## config.mk

```make
export PLATFORM = sky130hd
export DESIGN_NAME = fifo_control_flat
export DESIGN_NICKNAME = d
export VERILOG_FILES = /design/src/rtl/fifo_control_if.sv /design/src/rtl/fifo_control.sv /design/src/flat_wrapper.sv
export SDC_FILE = /design/constraint.sdc
export NUM_CORES = 1
export LEC_CHECK = 0
export CAP_MARGIN = 30
export CORE_UTILIZATION = 52
export CTS_BUF_LIST = sky130_fd_sc_hd__clkbuf_16
export DETAILED_ROUTE_END_ITERATION = 16
export PLACE_DENSITY = 0.93
export SYNTH_ARGS = -nofsm -noshare
export SYNTH_HDL_FRONTEND = slang
export SYNTH_SLANG_ARGS = --single-unit
export TNS_END_PERCENT = 100
```

## constraint.sdc

```tcl
create_clock -name clk -period 4.42 [get_ports clk]
set_clock_uncertainty 0.05 [all_clocks]
set_input_delay 0.663 -clock clk [delete_from_list [all_inputs] [get_ports clk]]
set_output_delay 0.663 -clock clk [all_outputs]
set_load 0.05 [all_outputs]
```

## src/rtl/fifo_control_if.sv

```systemverilog
// Control/status bundle between a FIFO controller (slave) and the producer/consumer
// logic that drives it (master); the storage array itself sits outside this bundle.
interface fifo_control_if #(
   parameter int address_width = 2
);
   logic                     init;
   logic                     push;
   logic                     pop;
   logic [address_width:0]   thr_high;
   logic [address_width:0]   thr_low;
   logic                     wr_enable;
   logic                     rd_enable;
   logic [address_width-1:0] wr_ptr;
   logic [address_width-1:0] rd_ptr;
   logic [address_width:0]   count;
   logic                     full;
   logic                     empty;
   logic                     almost_full;
   logic                     almost_empty;
   logic                     error;
   logic [2:0]               state;

   // Handshake: push/pop act as valid; wr_enable/rd_enable act as the same-cycle accept.
   // A request is taken only on a rising edge where its enable is high.
   modport master (
      output init, push, pop, thr_high, thr_low,
      input  wr_enable, rd_enable, wr_ptr, rd_ptr, count,
      input  full, empty, almost_full, almost_empty, error, state
   );

   modport slave (
      input  init, push, pop, thr_high, thr_low,
      output wr_enable, rd_enable, wr_ptr, rd_ptr, count,
      output full, empty, almost_full, almost_empty, error, state
   );
endinterface

```

## src/rtl/fifo_control.sv

```systemverilog
// FIFO controller for an external 2**address_width-deep storage array: write/read strobes,
// addresses, occupancy, threshold flags and a sticky overflow/underflow error state.
module fifo_control #(
   parameter int data_width    = 6,
   parameter int address_width = 2
) (
   input  logic          clk,
   input  logic          reset,
   fifo_control_if.slave bus
);
   localparam int DEPTH = 2 ** address_width;
   localparam logic [address_width:0] FULL_COUNT = DEPTH[address_width:0];

   typedef enum logic [2:0] {
      S_RESET  = 3'd0,
      S_INIT   = 3'd1,
      S_IDLE   = 3'd2,
      S_ACTIVE = 3'd3,
      S_ERROR  = 3'd4
   } state_t;

   state_t                   state_q, state_d;
   logic [address_width-1:0] wr_ptr_q, wr_ptr_d;
   logic [address_width-1:0] rd_ptr_q, rd_ptr_d;
   logic [address_width:0]   count_q, count_d;
   logic [address_width:0]   thr_high_q, thr_high_d;
   logic [address_width:0]   thr_low_q, thr_low_d;
   logic                     error_q, error_d;
   logic                     running, full, empty, wr_en, rd_en, overflow, underflow;

   if (data_width < 1) begin : g_width_check
      $error("fifo_control: data_width must be at least 1");
   end

   always_comb begin
      running   = (state_q == S_IDLE) || (state_q == S_ACTIVE);
      full      = (count_q == FULL_COUNT);
      empty     = (count_q == '0);
      wr_en     = bus.push && !full && running;
      rd_en     = bus.pop && !empty && running;
      overflow  = running && bus.push && full;
      underflow = running && bus.pop && empty;
   end

   always_comb begin
      state_d    = state_q;
      wr_ptr_d   = wr_ptr_q;
      rd_ptr_d   = rd_ptr_q;
      count_d    = count_q;
      thr_high_d = thr_high_q;
      thr_low_d  = thr_low_q;
      error_d    = error_q;
      unique case (state_q)
         S_RESET: state_d = S_INIT;
         S_INIT: begin
            thr_high_d = bus.thr_high;
            thr_low_d  = bus.thr_low;
            if (!bus.init) state_d = (count_q == '0) ? S_IDLE : S_ACTIVE;
         end
         S_IDLE, S_ACTIVE: begin
            // An illegal request freezes pointers and count for the rest of the run.
            if (overflow || underflow) begin
               error_d = 1'b1;
               state_d = S_ERROR;
            end else begin
               if (wr_en) wr_ptr_d = wr_ptr_q + address_width'(1);
               if (rd_en) rd_ptr_d = rd_ptr_q + address_width'(1);
               if (wr_en && !rd_en)      count_d = count_q + (address_width + 1)'(1);
               else if (rd_en && !wr_en) count_d = count_q - (address_width + 1)'(1);
               if (bus.init) state_d = S_INIT;
               else          state_d = (count_d == '0) ? S_IDLE : S_ACTIVE;
            end
         end
         S_ERROR: state_d = S_ERROR;
         default: state_d = S_ERROR;
      endcase
   end

   always_ff @(posedge clk or negedge reset) begin
      if (!reset) begin
         state_q    <= S_RESET;
         wr_ptr_q   <= '0;
         rd_ptr_q   <= '0;
         count_q    <= '0;
         thr_high_q <= '0;
         thr_low_q  <= '0;
         error_q    <= 1'b0;
      end else begin
         state_q    <= state_d;
         wr_ptr_q   <= wr_ptr_d;
         rd_ptr_q   <= rd_ptr_d;
         count_q    <= count_d;
         thr_high_q <= thr_high_d;
         thr_low_q  <= thr_low_d;
         error_q    <= error_d;
      end
   end

   assign bus.wr_enable    = wr_en;
   assign bus.rd_enable    = rd_en;
   assign bus.wr_ptr       = wr_ptr_q;
   assign bus.rd_ptr       = rd_ptr_q;
   assign bus.count        = count_q;
   assign bus.full         = full;
   assign bus.empty        = empty;
   assign bus.almost_full  = (count_q >= thr_high_q);
   assign bus.almost_empty = (count_q <= thr_low_q);
   assign bus.error        = error_q;
   assign bus.state        = state_q;
endmodule

```

## src/flat_wrapper.sv

```systemverilog
// flat-port wrapper written by rule: the top's interface ports become plain ports
module fifo_control_flat 
#(
   parameter int data_width    = 6,
   parameter int address_width = 2
)
  (clk, reset, bus_init, bus_push, bus_pop, bus_thr_high, bus_thr_low, bus_wr_enable, bus_rd_enable, bus_wr_ptr, bus_rd_ptr, bus_count, bus_full, bus_empty, bus_almost_full, bus_almost_empty, bus_error, bus_state);
  fifo_control_if #(.address_width(address_width)) bus_i ();
  input  logic clk;
  input  logic reset;
  input wire logic [$bits(bus_i.init)-1:0] bus_init;
  input wire logic [$bits(bus_i.push)-1:0] bus_push;
  input wire logic [$bits(bus_i.pop)-1:0] bus_pop;
  input wire logic [$bits(bus_i.thr_high)-1:0] bus_thr_high;
  input wire logic [$bits(bus_i.thr_low)-1:0] bus_thr_low;
  output wire logic [$bits(bus_i.wr_enable)-1:0] bus_wr_enable;
  output wire logic [$bits(bus_i.rd_enable)-1:0] bus_rd_enable;
  output wire logic [$bits(bus_i.wr_ptr)-1:0] bus_wr_ptr;
  output wire logic [$bits(bus_i.rd_ptr)-1:0] bus_rd_ptr;
  output wire logic [$bits(bus_i.count)-1:0] bus_count;
  output wire logic [$bits(bus_i.full)-1:0] bus_full;
  output wire logic [$bits(bus_i.empty)-1:0] bus_empty;
  output wire logic [$bits(bus_i.almost_full)-1:0] bus_almost_full;
  output wire logic [$bits(bus_i.almost_empty)-1:0] bus_almost_empty;
  output wire logic [$bits(bus_i.error)-1:0] bus_error;
  output wire logic [$bits(bus_i.state)-1:0] bus_state;
  assign bus_i.init = bus_init;
  assign bus_i.push = bus_push;
  assign bus_i.pop = bus_pop;
  assign bus_i.thr_high = bus_thr_high;
  assign bus_i.thr_low = bus_thr_low;
  assign bus_wr_enable = bus_i.wr_enable;
  assign bus_rd_enable = bus_i.rd_enable;
  assign bus_wr_ptr = bus_i.wr_ptr;
  assign bus_rd_ptr = bus_i.rd_ptr;
  assign bus_count = bus_i.count;
  assign bus_full = bus_i.full;
  assign bus_empty = bus_i.empty;
  assign bus_almost_full = bus_i.almost_full;
  assign bus_almost_empty = bus_i.almost_empty;
  assign bus_error = bus_i.error;
  assign bus_state = bus_i.state;
  fifo_control #(.data_width(data_width), .address_width(address_width)) u_core (.clk(clk), .reset(reset), .bus(bus_i));
endmodule
```

Yosys cells after proc, flatten, opt, wreduce, memory -nomap -nowiden
Index checks and enable logic that the tools add are counted.
{"block": "classes", "magnitude_cmp": 2, "add_sub_neg": 4, "reduce_logical": 24, "eq_ne": 5, "muxes": 10, "bitwise_logic": 1}
{"operator": "$mux W3", "n": 7}
{"operator": "$logic_and A1 B1 Y1", "n": 10}
{"operator": "$logic_not A3 Y1", "n": 3}
{"operator": "$pmux W3 S3", "n": 1}
{"operator": "$eq A3 B2 Y1 const B", "n": 2}
{"operator": "$reduce_and A3 Y1", "n": 2}
{"operator": "$add A2 B1 Y2 const B", "n": 2}
{"operator": "$logic_not A1 Y1", "n": 4}
{"operator": "$reduce_and A2 Y1", "n": 2}
{"operator": "$add A3 B1 Y3 const B", "n": 1}
{"operator": "$eq A3 B1 Y1 const B", "n": 1}
{"operator": "$eq A3 B3 Y1 const B", "n": 1}
{"operator": "$ge A3 B3 Y1", "n": 1}
{"operator": "$le A3 B3 Y1", "n": 1}
{"operator": "$sub A3 B1 Y3 const B", "n": 1}
{"operator": "$logic_or A1 B1 Y1", "n": 2}
{"operator": "$mux W1", "n": 2}
{"operator": "$ne A2 B2 Y1 const B", "n": 1}
{"operator": "$reduce_or A2 Y1", "n": 1}
{"operator": "$not A1 Y1", "n": 1}
{"block": "word_totals", "wordCells": 53, "ff_bits": 17, "inputBits": 11, "output_inout_bits": 17}

Logic depth before layout (Yosys ltp)
{"block": "depth", "depth_word": 15, "ltp_mapped": 9, "mapped_depth_nobuf": 8}

Worst setup path after synthesis
No wires, ideal clock.
{"block": "synth_path", "path_kind": "reg-to-output", "startpoint": "reg u_core.count_q[1] (netlist: u_core.bus.count[1])", "endpoint": "out bus_almost_empty", "n_path_buf": 0, "path_stages_with_launch": 5, "required_ns": 3.707, "t_arrival_ns": 2.409, "setup_slack_ns": 1.298, "cell_sequence": "dfrtp_1 ha_1 nor2b_1 o21a_1 o21ai_0"}
{"block": "synth_via", "elab_chain_len": 1}
{"element": "start, declared", "line_no": "fifo_control.sv:25", "rtl": "logic [address_width:0] count_q, count_d;"}
{"element": "start signal, assigned", "line_no": "fifo_control.sv:92", "rtl": "count_q <= count_d;"}
{"element": "$le A3 B3 Y1", "line_no": "fifo_control.sv:107", "rtl": "assign bus.almost_empty = (count_q <= thr_low_q);"}
{"element": "end, declared", "line_no": "flat_wrapper.sv:24", "rtl": "output wire logic [$bits(bus_i.almost_empty)-1:0] bus_almost_empty;"}
Every way passes these cells.

Worst setup path in the final report
{"block": "layout_path", "startpoint": "reg u_core.count_q[1] (netlist: u_core.bus.count[1])", "endpoint": "out bus_rd_enable"}
{"block": "layout_via", "elab_chain_len": 4}
{"element": "$logic_not A3 Y1", "line_no": "fifo_control.sv:38", "rtl": "empty = (count_q == '0);"}
{"element": "$logic_not A1 Y1", "line_no": "fifo_control.sv:40", "rtl": "rd_en = bus.pop && !empty && running;"}
{"element": "$logic_and A1 B1 Y1 (2 in series)", "line_no": "fifo_control.sv:40"}
{"element": "end, declared", "line_no": "flat_wrapper.sv:17", "rtl": "output wire logic [$bits(bus_i.rd_enable)-1:0] bus_rd_enable;"}
Every way passes these cells.

==> out/qor.yml <==
status: "finished clean"
grt_use_total_pct: 26.5
drt_iter0_drc: 26
ys_seq_area_share_pct: 38.5
htreeDepth: 1
wirelength_um: 2520
num_rows: 16
fp.coreArea_sq_mm: 0.00198
cp_cell_sequence: "inv_1, ha_1, and2b_2, nor2_1, clkdlybuf4s50_1"
synth_top_area_share_pct: 38.5
cts.repair.resized: 0
power.density_mw_per_mm2: 802
cts_buffers: 3
ios: 28
synth.most_common_cell: "dfrtp_1"
rsz0062_at_grt: "no"
die_h_um: 48.1
required_ns: 3.71
insertion_delay_ns: 0.25
firstDrtPassIters: 4
overflow: 0
dp_hpwl_um: 1740
n_fill_cell: 141
hold_class: "reg -> reg"
route.vias.total: 973
ys_seq_elements: 17
final_antenna_net_count: 0
peakVddDrop_mv: 0.631
antenna_found_initial: 0
drive_gt1_share_pct: 9.29
maxCapViolCount: 0
path_buf_inv: 2
cts_tree: "built"
syn_area_sq_mm: 0.00110
gp_congestion: 0.770
antenna_cells: 0
portBuffers: 27
path_max_fanout: 10
synth-main-ff-cell: "dfrtp_1"
syn_area_per_cell_sq_um: 9.68
period_share_pct: 73.8
worstSetupPathType: "reg -> out"
cts_root_buffer: "clkbuf_16"
tightest_slew_ns: 0.735
fin_tns_setup_ns: 0
synth_area_leaders: "dfrtp_1, ha_1, xnor2_1"
crit_path_end_kind: "output pin"
grt_start_max_net_pins: 18
crit_family: "buffers and inverters"
first_global_vias: 852
postCtsHoldBufs: 0
synth_edf_count: 0
critical_path.startpoint_type: "flip-flop"
clock_path_buffers: 2
synthCells: 114
async_reset_ff_share_pct: 100
avgRoutedWirePerCell_um: 15.1
slowest_delay_ns: 0.84
dieWidth_um: 48.1
start_util_pct: 55.7
die_area_sq_mm: 0.00231
cts.sinks: 17
slew_violations: 0
synth_nets: 134
fmax_mhz: 306
cpMaxStageDelayCell: "clkdlybuf4s50_1"
area_growth_syn_to_layout_pct: 31.9
period_needed_ns: 3.26
grt_pass1_wl_um: 4060
drc: 0
slew_headroom_pct: 50.8
ys_top_cells_by_count: "dfrtp_1, nand2_1, ha_1"
cts_setup_buffers: 0
clkTransAtPathRegs_ns: 0.05
arrival_ns: 2.55
nets: 161
final_util_pct: 73.4
hold_viol: 0
viasPerCell: 5.83
yosys_warnings: 0
ys_types: 43
setup_violations: 0
yosysTopAreaCell: "dfrtp_1"
p_leak_nw: 0.649
-- metrics by stage --
stage	hold WS (ns)	power (mW)	area, sq um	worst slack (ns)	cells
6_report	0.431	1.17	1460	1.16	167
5_1_grt	0.462	1.24	1460	1.04	167
4_1_cts	0.431	1.17	1460	1.16	167
3_5_place_dp	0.411	0.977	1380	1.29	163
3_3_place_gp	0.412	0.955	1380	1.31	163
2_1_floorplan	0.317	0.776	1100	1.30	114
-- area by class of cell --
cell class / count / area, sq um / area share [%]
sequential: 17 / 425 / 29.2
timing repair buffer: 28 / 278 / 19.1
clock inverter: 1 / 5.00 / 0.344
tap: 27 / 33.8 / 2.32
multi-input combinational: 83 / 608 / 41.8
inverter: 8 / 30.0 / 2.06
clock buffer: 3 / 75.1 / 5.16
-- power by group --
group	switching (mW)	leakage, nW	total [mW]	internal (mW)
clock	0.0611	0.0409	0.182	0.121
combinational	0.437	0.398	0.699	0.262
sequential	0.0604	0.211	0.285	0.225
-- layout by cell type (no fill, tap or decap), drive strengths merged, types with 2 or more instances in the layout --
cell	n
clkdlybuf4s50	27
dfrtp	17
nand2	12
ha	9
inv	8
o21ai	7
xnor2	7
nor2	4
nand3	4
a21oi	4
mux2	3
clkbuf	3
nor2b	2
nand2b	2
a21o	2
o22ai	2
and3	2
-- worst reg2reg max path: stages (launching register included) --
cell and delay [ns]:
dfrtp_1 0.39, inv_1 0.23, ha_1 0.44, nand2_1 0.20, inv_1 0.15, o2111ai_1 0.21
and3_2 0.28, o31ai_1 0.24, nand3_1 0.11
-- per-layer routing --
metal / GRT usage [%] / wire [um] / vias to the layer above
li1: - / - / 449
met5: 0 / 0 / -
met1: 35.2 / 1090 / 471
met3: 6.79 / 197 / 7
met4: 10.0 / 44 / 0
met2: 41.6 / 1190 / 46
-- path summary, 6_finish.rpt --
| path | start | end | slack, ns | cells past startpoint |
|---|---|---|---|---|
| max | u_core.bus.count[1] | bus_rd_enable | 1.16 | 5 |
| max in group asynchronous | reset | u_core.bus.error | 3.06 | 1 |
| min reg2reg | u_core.bus.error | u_core.bus.error | 0.43 | 1 |
| min in group asynchronous | reset | u_core.thr_high_q[1] | 0.80 | 1 |
| max reg2reg | u_core.bus.count[0] | u_core.bus.state[0] | 1.99 | 8 |
| min | u_core.bus.error | u_core.bus.error | 0.43 | 1 |
-- kinds of logic (layout without fill, tap and decap cells) --
group	after synthesis	count (layout)	share of synthesized area (%)
XOR/XNOR	8	8	6.35
AND/OR/NAND/NOR	35	35	16.7
AO/OA/AOI/OAI	27	27	17.9
multiplexers	4	4	3.97
adder cells (fa/ha/maj)	9	9	10.2
flip-flops	17	17	38.5
buffers and inverters	14	40	6.35
-- state kept, by name, summed over array words and instances, names as in the netlist --
register	flops
u_core.bus.count	3
u_core.bus.error	1
u_core.bus.rd_ptr	2
u_core.bus.state	3
u_core.bus.wr_ptr	2
u_core.thr_high_q	3
u_core.thr_low_q	3
No activity file was read; power rests on OpenSTA's default activity.
==> RTL edit (same settings) <==
`address_width` is set to 2 in 3 places; all go to 3. Comments in the files are not updated.
--- a/src/rtl/fifo_control_if.sv
+++ b/src/rtl/fifo_control_if.sv
@@ -1,7 +1,7 @@
 // Control/status bundle between a FIFO controller (slave) and the producer/consumer
 // logic that drives it (master); the storage array itself sits outside this bundle.
 interface fifo_control_if #(
-   parameter int address_width = 2
+   parameter int address_width = 3
 );
    logic                     init;
    logic                     push;
--- a/src/rtl/fifo_control.sv
+++ b/src/rtl/fifo_control.sv
@@ -2,7 +2,7 @@
 // addresses, occupancy, threshold flags and a sticky overflow/underflow error state.
 module fifo_control #(
    parameter int data_width    = 6,
-   parameter int address_width = 2
+   parameter int address_width = 3
 ) (
    input  logic          clk,
    input  logic          reset,
--- a/src/flat_wrapper.sv
+++ b/src/flat_wrapper.sv
@@ -2,7 +2,7 @@
 module fifo_control_flat 
 #(
    parameter int data_width    = 6,
-   parameter int address_width = 2
+   parameter int address_width = 3
 )
   (clk, reset, bus_init, bus_push, bus_pop, bus_thr_high, bus_thr_low, bus_wr_enable, bus_rd_enable, bus_wr_ptr, bus_rd_ptr, bus_count, bus_full, bus_empty, bus_almost_full, bus_almost_empty, bus_error, bus_state);
   fifo_control_if #(.address_width(address_width)) bus_i ();
Interface: changed (5 resized); port bits go from 28 to 33. The function was not compared with the original's and may differ.
==> RTL edit against the original RTL <==
Final cell count rose by 11%; sequential share of layout area is 1.9 points higher; count of clock-buffer cells in the layout is the same; power rose by 13%; sequential cell count up 5; global-route usage decreased by 2.7 points; synthesized area increased by 18%; combinational power grew 2%; wire length rose by 8.7%; final area grew 21%; clock power is 38% higher; setup slack improved by 14 ps; hold slack lost 4.9 ps; critical endpoint is now bus_almost_empty.
==> RTL edit: results (changes against the original RTL) <==
----------------------------------------------------
[Run status]
  Status ... finished, final reports clean

[Route]
  Number of vias in the routed layout ... 1,038 (+6.7%)
  Total met3 wirelength after detailed routing ... 109 um (-45%)
  Initial DRT Pass Iterations ... 4 (unchanged)
  Routed length on met2 ... 1450 um (+22%)
  Violation count after the first detailed-routing iteration ... 10 (-62%)
  Post-route met1 wirelength ... 1160 um (+6.5%)
  Uppermost signal routing layer after detailed routing ... met4
  Wirelength per Cell ... 14.7 um (-2.4%)

[Yosys]
  Post-synth net total ... 149 (+11%)
  Sequential element share of the synthesized area ... 0.424 (+0.0384)
  Fraction of registers with async set or reset after synthesis ... 1.00 (unchanged)
  Most area-consuming cells after synthesis ... dfrtp_1 (42%), ha_1 (12%), inv_1 (3.5%)
  Dominant register cell in the synthesized netlist ... dfrtp_1
  Most common library cells after synthesis ... dfrtp_1 (22), ha_1 (12), inv_1 (12)
  Number of distinct standard cells referenced by the synthesized netlist ... 37 (-14%)

[Clocking]
  Bufs on Longest Clock Path ... 2 (unchanged)
  Register clock-pin slew on the reported worst setup and hold paths ... 60 ps
  Post-CTS Setup Bufs ... 0 (unchanged)
  Clock latency on the worst-skew pair ... 250 ps (about the same)
  Number of buffers created by CTS ... 3 (unchanged)
  Post-cts sizing count ... 0 (unchanged)
  Htree depth ... 1 (unchanged)

[Placement]
  DP Wirelength ... 1990 um (+14%)
  Post-place instance area ... 1640 um^2 (+19%)
  Placement-stage worst setup slack ... 1400 ps (+113 ps)
  Number of buffers added on ports ... 32 (+19%)
  Weighted congestion reported at the end of routability-driven placement ... 0.876 (+14%)

[Cells and area]
  Antenna Diode Count ... 0 (unchanged)
  Number of nets in the final layout ... 184 (+14%)
  Layout cell share with drive strength beyond 1 ... 0.114 (+0.0211)

[Critical path]
  Worst setup path startpoint ... u_core.bus.count[1]
  CP arrival ... 2540 ps (about the same)
  Top fanout value on the critical path ... 10 (unchanged)

[Worst hold path]
  Hold Crit Start ... u_core.bus.error

[Job]
  Maxcap violations ... 0 (unchanged)

[Power]
  Static Leak ... 0.784 nW (+21%)
  IR drop worst, VDD ... 0.536 mV (-15%)

[GRT]
  Wire length of the first global-routing pass ... 4680 um (+15%)
  Pin count of the biggest net entering global routing ... 23 (+5)
  Number of global-route vias before repair ... 1,059 (+24%)
  Number of antenna violations at the first check in global routing ... 0 (unchanged)
  GR Util All Layers ... 0.238 (-0.0269)

[Timing]
  Slew at the pin closest to its max-slew limit ... 704 ps (-30.9 ps)

----------------------------------------------------
==> RTL edit: per-layer routing <==
layer	GRT usage	vias to the layer above
li1	-	501
met4	0.0631	0
met1	0.298	509
met3	0.0380	4
met2	0.421	24
met5	0	-
==> RTL edit: logic make-up (layout without fill, tap and decap cells) <==
kind of cell | count (synthesis) | count (layout) | share of synthesized area
AND/OR/NAND/NOR | 36 | 36 | 0.162
AO/OA/AOI/OAI | 24 | 24 | 0.139
flip-flops | 22 | 22 | 0.424
buffers and inverters | 16 | 50 | 0.0549
adder cells (fa/ha/maj) | 12 | 12 | 0.116
XOR/XNOR | 8 | 8 | 0.0540
multiplexers | 6 | 6 | 0.0511
==> RTL edit: metrics by stage <==
| step | power [mW] | instances |
|---|---|---|
| CTS | 1.33 | 185 |
| floorplan | 0.839 | 124 |
| finish | 1.32 | 186 |
| global placement | 1.03 | 181 |
| detailed placement | 1.07 | 181 |
| global route | 1.40 | 186 |
==> RTL edit: final cells by class <==
class                      count  area [um^2]
tap                           28         35.0
clock buffer                   3         75.1
multi-input combinational     86          677
fill                         144          508
timing repair buffer          34          355
clock inverter                 1         30.0
inverter                      12         45.0
sequential                    22          551
==> RTL edit: path summary, 6_finish.rpt <==
kind                                  endpoint  slack (ps)  depth (start not counted)
max                           bus_almost_empty        1170                          7
min                           u_core.bus.error         430                          1
max reg2reg                u_core.bus.state[0]        1610                          8
min reg2reg                   u_core.bus.error         430                          1
max in group asynchronous  u_core.bus.count[1]        3340                          2
min in group asynchronous  u_core.bus.state[1]         600                          1
==> RTL edit: critical path: stages (launching register included) <==
cell,delay (ps)
dfrtp_1,490
ha_1,350
nor2b_1,130
o21ai_0,160
nand2b_1,80
a21oi_1,160
a41o_1,110
clkdlybuf4s50_1,790
==> RTL edit: where the power goes <==
part | switching [mW] | internal [mW] | total, mW
combinational | 0.436 | 0.274 | 0.710
sequential | 0.0713 | 0.288 | 0.359
clock | 0.0710 | 0.180 | 0.251
